--- config.mk ---
export PLATFORM = sky130hd
export DESIGN_NAME = captura_pedidos
export DESIGN_NICKNAME = d
export VERILOG_FILES = /design/src/rtl/captura_pedidos.sv
export SDC_FILE = /design/constraint.sdc
export NUM_CORES = 1
export LEC_CHECK = 0
export BUFFER_PORTS_ARGS = -buffer_cell sky130_fd_sc_hd__buf_2
export CAP_MARGIN = 30
export CORE_MARGIN = 2
export CORE_UTILIZATION = 40
export CTS_BUF_LIST = sky130_fd_sc_hd__clkbuf_2
export DETAILED_ROUTE_END_ITERATION = 8
export GPL_TIMING_DRIVEN = 0
export HOLD_SLACK_MARGIN = 0.15
export PLACE_DENSITY = 0.58
export SLEW_MARGIN = 0
export SYNTH_ARGS = -nofsm -noshare
export SYNTH_HDL_FRONTEND = slang
export SYNTH_SLANG_ARGS = --single-unit
--- constraint.sdc ---
create_clock -name CLK -period 4.7 [get_ports CLK]
set_clock_uncertainty 0.2 [all_clocks]
set_input_delay 0.705 -clock CLK [delete_from_list [all_inputs] [get_ports CLK]]
set_output_delay 0.705 -clock CLK [all_outputs]
set_load 0.01 [all_outputs]
--- src/rtl/captura_pedidos.sv ---
// Per-station front end: 2-FF sync, per-button debounce, press capture into a REQ/ACK request.
// Latency: raw press edge to REQ (or ERR pulse) is 2 + DEB_CYCLES + 1 cycles.
// Backpressure: request held frozen until ACK; further presses ignored until both buttons release.
module captura_canal #(
    parameter int DEB_CYCLES = 50000,
    parameter int CNT_W      = 16
) (
    input  logic       clk,
    input  logic       rst_n,
    input  logic [2:0] perf_raw,
    input  logic       sel_raw,
    input  logic [1:0] btn_raw,
    input  logic       ack,
    output logic       req,
    output logic [2:0] perf_out,
    output logic [2:0] fun_out,
    output logic       err
);
    typedef enum logic [1:0] {
        IDLE     = 2'd0,
        PEND     = 2'd1,
        WAIT_REL = 2'd2
    } state_t;

    logic [2:0] perf_meta;
    logic [2:0] perf_s;
    logic       sel_meta;
    logic       sel_s;
    logic [1:0] btn_meta;
    logic [1:0] btn_sync;
    logic [1:0] sync_fill;
    logic [1:0] btn_s;

    // Button synchronizers reset to the raw released level (1) so reset never looks like a press.
    always_ff @(posedge clk or negedge rst_n) begin
        if (!rst_n) begin
            perf_meta <= '0;
            perf_s    <= '0;
            sel_meta  <= 1'b0;
            sel_s     <= 1'b0;
            btn_meta  <= 2'b11;
            btn_sync  <= 2'b11;
            sync_fill <= 2'b00;
        end else begin
            perf_meta <= perf_raw;
            perf_s    <= perf_meta;
            sel_meta  <= sel_raw;
            sel_s     <= sel_meta;
            btn_meta  <= btn_raw;
            btn_sync  <= btn_meta;
            sync_fill <= {sync_fill[0], 1'b1};
        end
    end

    assign btn_s = ~btn_sync;

    logic [1:0] deb;
    logic [1:0] deb_q;

    for (genvar g = 0; g < 2; g++) begin : g_deb
        logic [CNT_W-1:0] cnt;
        logic             lvl;

        always_ff @(posedge clk or negedge rst_n) begin
            if (!rst_n) begin
                cnt <= '0;
                lvl <= 1'b0;
            end else if (btn_s[g] != lvl) begin
                if (cnt >= CNT_W'(DEB_CYCLES - 1)) begin
                    lvl <= btn_s[g];
                    cnt <= '0;
                end else begin
                    cnt <= cnt + CNT_W'(1);
                end
            end else begin
                cnt <= '0;
            end
        end

        assign deb[g] = lvl;
    end

    // A button held through reset must be seen released before any press is honoured.
    logic armed;

    always_ff @(posedge clk or negedge rst_n) begin
        if (!rst_n) begin
            deb_q <= 2'b00;
            armed <= 1'b0;
        end else begin
            deb_q <= deb;
            if (sync_fill[1] && (btn_s == 2'b00) && (deb == 2'b00)) begin
                armed <= 1'b1;
            end
        end
    end

    logic [1:0] rise;
    logic       press;

    assign rise  = deb & ~deb_q;
    assign press = armed & (|rise);

    state_t state;

    always_ff @(posedge clk or negedge rst_n) begin
        if (!rst_n) begin
            state    <= IDLE;
            req      <= 1'b0;
            perf_out <= '0;
            fun_out  <= '0;
            err      <= 1'b0;
        end else begin
            err <= 1'b0;
            case (state)
                IDLE: begin
                    if (press) begin
                        if (perf_s != 3'b000) begin
                            req      <= 1'b1;
                            perf_out <= perf_s;
                            fun_out  <= {sel_s, rise};
                            state    <= PEND;
                        end else begin
                            err   <= 1'b1;
                            state <= WAIT_REL;
                        end
                    end
                end
                PEND: begin
                    if (ack) begin
                        req      <= 1'b0;
                        perf_out <= '0;
                        fun_out  <= '0;
                        state    <= WAIT_REL;
                    end
                end
                WAIT_REL: begin
                    if (deb == 2'b00) begin
                        state <= IDLE;
                    end
                end
                default: begin
                    req      <= 1'b0;
                    perf_out <= '0;
                    fun_out  <= '0;
                    state    <= IDLE;
                end
            endcase
        end
    end
endmodule

// Two-station request front end: IE01 (CH7..CH4, B3/B2) and IE02 (CH3..CH0, B1/B0), fully independent.
// Latency: raw press edge to REQ_IEx (or ERR_IEx) is 2 + DEB_CYCLES + 1 cycles.
// Backpressure: each REQ_IEx holds its word until ACK_IEx; ACK outside a pending request is ignored.
module captura_pedidos #(
    parameter int DEB_CYCLES = 50000,
    parameter int CNT_W      = 16
) (
    input  logic       CLK,
    input  logic       RST_N,
    input  logic [2:0] PERF_IE01,
    input  logic       SEL_IE01,
    input  logic [1:0] BTN_IE01,
    input  logic [2:0] PERF_IE02,
    input  logic       SEL_IE02,
    input  logic [1:0] BTN_IE02,
    input  logic       ACK_IE01,
    input  logic       ACK_IE02,
    output logic       REQ_IE01,
    output logic       REQ_IE02,
    output logic [2:0] PERF_OUT_IE01,
    output logic [2:0] PERF_OUT_IE02,
    output logic [2:0] FUN_OUT_IE01,
    output logic [2:0] FUN_OUT_IE02,
    output logic       ERR_IE01,
    output logic       ERR_IE02
);
    captura_canal #(
        .DEB_CYCLES (DEB_CYCLES),
        .CNT_W      (CNT_W)
    ) u_ie01 (
        .clk      (CLK),
        .rst_n    (RST_N),
        .perf_raw (PERF_IE01),
        .sel_raw  (SEL_IE01),
        .btn_raw  (BTN_IE01),
        .ack      (ACK_IE01),
        .req      (REQ_IE01),
        .perf_out (PERF_OUT_IE01),
        .fun_out  (FUN_OUT_IE01),
        .err      (ERR_IE01)
    );

    captura_canal #(
        .DEB_CYCLES (DEB_CYCLES),
        .CNT_W      (CNT_W)
    ) u_ie02 (
        .clk      (CLK),
        .rst_n    (RST_N),
        .perf_raw (PERF_IE02),
        .sel_raw  (SEL_IE02),
        .btn_raw  (BTN_IE02),
        .ack      (ACK_IE02),
        .req      (REQ_IE02),
        .perf_out (PERF_OUT_IE02),
        .fun_out  (FUN_OUT_IE02),
        .err      (ERR_IE02)
    );
endmodule

==> impl_results.md, run 1 <==
* Worst Setup Start Kind: flop
* Pin count of the biggest net entering global routing at 81
* Tightest Pin Transition at 523 ps
* Port-buffer cells at 31
* XOR/XNOR Fraction of Synth Area at 9.70%
* Final wirelength at 9350 um
* Area occupied by multi-input gates at 2100 um2
* 1st-iter DRT viols at 149
* Routed Antenna Nets at 0
* Clk sinks at 120
* CP Buf/Inv Count at 1
* Chip Height at 118 um
* Hold depth at 0
* GRT overflow at 0
* Worst r2r dst: u_ie02.g_deb[1].cnt[8]$_DFF_PN0_
* Yosys warning count at 0
* Peak supply drop at 0.000140 V
* Vias/cell at 4.95
* Commonest cells after routing, fill and taps aside: dfrtp_1 (112), nor2_1 (67), xnor2_1 (35), nand2_1 (34), buf_2 (33)
* Drt drc at 0
* Worst path max stage delay at 420 ps
* Worst Hold Launch: u_ie01.btn_meta[1]$_DFF_PN1_
* H-tree Lvls at 4
* Critical R2R Launch: u_ie02.g_deb[1].cnt[10]$_DFF_PN0_
* Share of the synthesized area in the top cell type at 53.5%
* Worst-path clk slew at 180 ps
* Distinct cells, synth at 44
* Total GRT Usage at 14.7%
* Die W at 118 um
* Synthesized instance count at 471
* Static Leak at 2.66 nW
* EDFF count, synth at 0
* Pwr dens at 318 nW/um2
* Worst-Skew Late Latency at 670 ps
* Total power at 1.94 mW
* Vias in the first global route at 3,568
* Fin crit period at 2140 ps
* Slew HR at 64.9%
* Area share of fa/ha/maj cells after synthesis at 0.955%
* CP max-delay cell: dfrtp_1
* WL per Instance at 12.9 um
* Layout cell share with drive strength beyond 1 at 17.5%
* Most common flop cell mapped by yosys: dfrtp_1
* Delay-heaviest family, CP: flip-flops
* Largest family of logic cells by synthesized area: simple AND/OR/NAND/NOR gates
* Mux contribution to synthesized area at 1.53%
* Synthesized cell area at 5240 um2
* Worst reg2reg setup slack at 2790 ps
* Area post-placement at 5640 um2
* Max-cap violation count at 0
* Status: finished, final reports clean
* Final setup margin at 2560 ps
* Finish-stage setup viols at 0
* Yosys reg bits at 120
* GP Congestion at 0.760
* TNS Setup at 0 ps
* Ports at 32
* FF+latch area at 3010 um2
* RSZ-0062 raised after global routing: false
* CP Class: flop to primary output
* Worst path cell trace: buf_2
* Commonest non-fill, non-tap cell in the layout: dfrtp_1
* Synth Area in Compound Gates at 7.86%
* Mean Syn Cell Area at 11.1 um2
* Number of antenna violations at the first check in global routing at 1
* Simple-gate share of the synthesized area at 20.1%
* Die area at 14,000 um2
* Starting density of the core at 41.2%
* Worst path arrival time at 1230 ps
* Root Driver: clkbuf_2
* Dpl ws at 2820 ps
* DR pass1 iterations at 4
* Fmax at 0.468 GHz
* Via count at 3,581
* Global-route wire length before repair at 16,700 um
* Period utilization at 45.4%
* Layout Nets at 557
* Fin. max-slew vios at 0
* FILL cells at 1,230
* Worst Hold Class: flop to flop
* Cell accounting for the most synthesized area: dfrtp_1
* Hold EP: u_ie01.btn_sync[1]$_DFF_PN1_
* Req. time, crit path at 3800 ps
* Setup crit end kind: primary output
* Syn Nets at 491
* CTS Buf Count at 17
* Synth area leaders: dfrtp_1 (53%), xnor2_1 (5.9%), nor2_1 (4.8%), dfstp_2 (4.0%), xor2_1 (3.8%)
* Fin. Hold Viols at 0
* Final HPWL DP at 6160 um
* CTS tree: built
* Area grow syn2layout at 16.3%
* CTS max path bufs at 2
* Post-synthesis sequential area ratio at 57.5%
* Num rows at 41
* FFs w/ async S/R, synth at 100%
* Worst-path fanout max at 2
* Hold Slack at 162 ps
* Final instance area at 6090 um2
* Core ar. at 12,700 um2
* R2R depth at 6
==> report_power, final <==
part	leakage (nW)	total, mW	switching [mW]	internal, mW
clock network	0.172	0.792	0.387	0.405
registers	1.55	1.07	0.0176	1.06
logic	0.946	0.0735	0.0422	0.0312
==> per-layer routing <==
metal | track usage (%) | share of wire, % | up-vias
met5 | 0 | 0 | -
met4 | 6.25 | 1.8 | 0
met3 | 4.54 | 4.1 | 13
met2 | 22.5 | 46 | 57
met1 | 19.4 | 48 | 1743
li1 | - | - | 1768
==> state kept, by name (all words and copies together), names as in the netlist, 3 cells and up <==
signal and count:
u_ie02.fun_out 3, u_ie02.perf_s 3, u_ie01.g_deb.cnt 32, u_ie01.perf_s 3
u_ie01.fun_out 3, u_ie01.perf_meta 3, u_ie01.perf_out 3, u_ie02.perf_out 3
u_ie02.perf_meta 3, u_ie02.g_deb.cnt 32
==> worst max path at each step <==
stage,from,end,slack (ps),cells after the start
floorplan,u_ie02.g_deb[1].cnt[10]$_DFF_PN0_,u_ie02.g_deb[1].cnt[11]$_DFF_PN0_,2940,6
global placement,RST_N,u_ie02.sel_meta$_DFF_PN0_,1230,1
detailed placement,u_ie02.g_deb[0].cnt[12]$_DFF_PN0_,u_ie02.g_deb[0].cnt[8]$_DFF_PN0_,2820,5
CTS,u_ie01.fun_out[2]$_DFFE_PN0P_,FUN_OUT_IE01[2],2470,1
global route,u_ie01.fun_out[2]$_DFFE_PN0P_,FUN_OUT_IE01[2],2450,1
finish,u_ie01.fun_out[2]$_DFFE_PN0P_,FUN_OUT_IE01[2],2560,1
==> Yosys cell counts (2+ instances only) <==
cell and number:
nand2_2 3, inv_1 10, nor4_1 13, xor2_1 23
o21ai_1 2, o211ai_1 4, or3_1 2, a41o_1 2
a21oi_1 9, clkbuf_1 2, xnor2_1 35, a2111oi_4 2
nor3_1 16, or4_4 4, and3b_1 2, buf_2 3
o21bai_1 4, a21o_1 4, nand3_1 30, nand4_1 14
and3_1 10, dfstp_2 8, nor2_1 67, and4_1 3
nand2b_1 6, mux2i_1 8, nand2_1 34, a31oi_4 4
a211o_1 4, buf_6 5, dfrtp_1 112, o21ai_0 11
ha_1 4
==> cell type report <==
class                           count  area share [%]
Timing Repair Buffer               47            5.57
Clock buffer                       19            1.56
Multi-Input combinational cell    330            34.5
Tap cell                          172            3.53
Buffer                             11            1.38
Sequential cell                   120            49.5
Inverter                           10           0.616
Antenna cell                        1          0.0411
Clock inverter                     13            3.31
==> through the flow <==
stage          std cells  utilization, %
2_1_floorplan        471               -
3_3_place_gp         674            44.1
3_5_place_dp         675            44.4
4_1_cts              722            47.9
5_1_grt              723            47.9
6_report             723            47.9
==> kinds of logic (layout without fill, tap and decap cells) <==
logic type      Yosys count  after routing
mux                       8              8
simple gates            211            211
other cells               1              2
buf+inv                  21            100
compound gates           48             48
flops                   120            120
xor+xnor                 58             58
fa+ha+maj                 4              4
==> timing repair <==
item,in CTS,in global routing
setup endpoints to repair,0,0
setup buffers,0,0
resized for setup,0,0
endpoints found under the hold margin,131,0
hold buffers,15,0
(Power assumes the default switching activity.)
==> run 2: changes to the inputs <==
--- a/config.mk
+++ b/config.mk
@@ -13,7 +13,7 @@
 export DETAILED_ROUTE_END_ITERATION = 8
 export GPL_TIMING_DRIVEN = 0
 export HOLD_SLACK_MARGIN = 0.15
-export PLACE_DENSITY = 0.58
+export PLACE_DENSITY = 0.6
 export SLEW_MARGIN = 0
 export SYNTH_ARGS = -nofsm -noshare
 export SYNTH_HDL_FRONTEND = slang
==> constraint.sdc (replaced) <==
create_clock -name CLK -period 1.95 [get_ports CLK]
set_clock_uncertainty 0.2 [all_clocks]
set_input_delay 0.2925 -clock CLK [delete_from_list [all_inputs] [get_ports CLK]]
set_output_delay 0.2925 -clock CLK [all_outputs]
set_load 0.01 [all_outputs]
==> impl_results.md, run 2 (synthesized netlist as in run 1, its figures left out) <==
* WL per Instance at 13.0 um
* Peak supply drop at 0.000496 V
* Worst Setup Start Kind: flop
* Number of antenna violations at the first check in global routing at 0
* Global-route wire length before repair at 16,800 um
* DR pass1 iterations at 4
* Max-cap violation count at 0
* 1st-iter DRT viols at 211
* Finish-stage setup viols at 0
* Worst path cell trace: or4_4 -> a31oi_4 -> nand2_4 -> buf_6 -> nor2_1
* Fin. max-slew vios at 0
* Commonest cells after routing, fill and taps aside: dfrtp_1 (107), nor2_1 (66), xnor2_1 (35), nand2_1 (34), buf_2 (32)
* Final setup margin at 62.2 ps
* Worst-path fanout max at 10
* Drt drc at 0
* Worst-Skew Late Latency at 660 ps
* Delay-heaviest family, CP: simple AND/OR/NAND/NOR gates
* Core ar. at 12,700 um2
* GR Layer Usage met1 at 19.6%
* Via count at 3,640
* Fin crit period at 1890 ps
* Worst path arrival time at 2270 ps
* Die W at 118 um
* Vias in the first global route at 3,638
* Hold Slack at 173 ps
* Root Driver: clkbuf_2
* Die area at 14,000 um2
* Commonest non-fill, non-tap cell in the layout: dfrtp_1
* Grt peak-use layer: met2
* Final wirelength at 9680 um
* CTS max path bufs at 2
* Biggest regs: u_ie01.g_deb.cnt (32), u_ie02.g_deb.cnt (32)
* Final instance area at 6260 um2
* Ports at 32
* Pin count of the biggest net entering global routing at 72
* Layout cell share with drive strength beyond 1 at 19.8%
* Critical R2R Launch: u_ie02.g_deb[0].cnt[12]$_DFF_PN0_
* Vias/cell at 4.89
* Num rows at 41
* Fin. Hold Viols at 0
* Req. time, crit path at 2330 ps
* Status: finished, final reports clean
* CTS tree: built
* CP max-delay cell: or4_4
* Chip Height at 118 um
* FILL cells at 1,230
* Worst Hold Class: flop to flop
* TNS Setup at 0 ps
* Port-buffer cells at 31
* CP startpoint: u_ie02.g_deb[0].cnt[12]$_DFF_PN0_
* CP Buf/Inv Count at 1
* Area grow syn2layout at 19.5%
* Global Route met3 Usage at 5.50%
* H-tree Lvls at 4
* CTS Buf Count at 17
* Worst Hold Launch: u_ie02.perf_meta[2]$_DFF_PN0_
* # diodes at 0
* Total GRT Usage at 14.9%
* Tightest Pin Transition at 525 ps
* Cells after DPL at 675
* Layout Utilization at 49.2%
* GRT overflow at 0
* Layout Nets at 579
* Static Leak at 2.72 nW
* Fmax at 0.530 GHz
* GR Layer Usage met2 at 22.7%
* Starting density of the core at 41.2%
* Setup crit end kind: flop
* Clk sinks at 120
* Final HPWL DP at 6310 um
* Slew HR at 64.8%
* Pwr dens at 696 nW/um2
* Worst-path clk slew at 190 ps
* GP Congestion at 0.799
* Finished Layout Cells at 744
* Dpl ws at 49.7 ps
* Period utilization at 96.8%
* CP Class: flop to flop
* Area post-placement at 5640 um2
* Routed Antenna Nets at 0
* Worst path max stage delay at 570 ps
* Total power at 4.36 mW
## run 2: cell types whose count changed in the layout (fill, tap and decap cells not counted), moves of 2 or more
cell / before / now
dlygate4sd3_1: 15 / 28
buf_4: 0 / 9
dfrtp_1: 112 / 107
dfrtp_2: 0 / 5
bufinv_16: 5 / 2
nand2_2: 3 / 0
nand2_4: 1 / 4
clkbuf_2: 20 / 18
clkinvlp_4: 2 / 4
inv_6: 1 / 3
## run 2: repair_timing
item / 4_1_cts / 5_1_grt
hold buffers: 28 / 0
endpoints found under the setup margin: 0 / 38
gates resized for setup: 0 / 12
endpoints found under the hold margin: 150 / 0
setup buffers: 0 / 9
## run 2: path summary, 6_finish.rpt
path	end	slack [ps]	cells past startpoint
worst max-delay path	u_ie02.g_deb[0].cnt[11]$_DFF_PN0_	60	5
worst max register to register	u_ie02.g_deb[0].cnt[11]$_DFF_PN0_	60	5
worst min register to register	u_ie02.perf_s[2]$_DFF_PN0_	170	0
worst min-delay path	u_ie02.perf_s[2]$_DFF_PN0_	170	0
max in group asynchronous	u_ie02.btn_sync[0]$_DFF_PN1_	360	4
min in group asynchronous	u_ie01.g_deb[1].cnt[0]$_DFF_PN0_	440	3
## run 2: layout make-up
class / instances / area [um2] / area share [%]
tap: 172 / 215 / 3.44
clock inverter: 15 / 153 / 2.44
clock buffer: 17 / 85.1 / 1.36
timing repair buffer: 69 / 537 / 8.57
buffer: 11 / 86.3 / 1.38
multi-input combinational: 330 / 2130 / 34.0
inverter: 10 / 37.5 / 0.599
sequential: 120 / 3020 / 48.2
## run 2: where the power goes
part | internal, mW | switching, mW
sequential | 2.55 | 0.0436
clock | 0.588 | 0.979
combinational | 0.0965 | 0.108
total | 3.23 | 1.13
## run 2: routing by layer
layer	routed length (um)	vias to the layer above
li1	-	1816
met1	4660	1772
met2	4580	48
met3	349	4
met4	87	0
met5	0	-
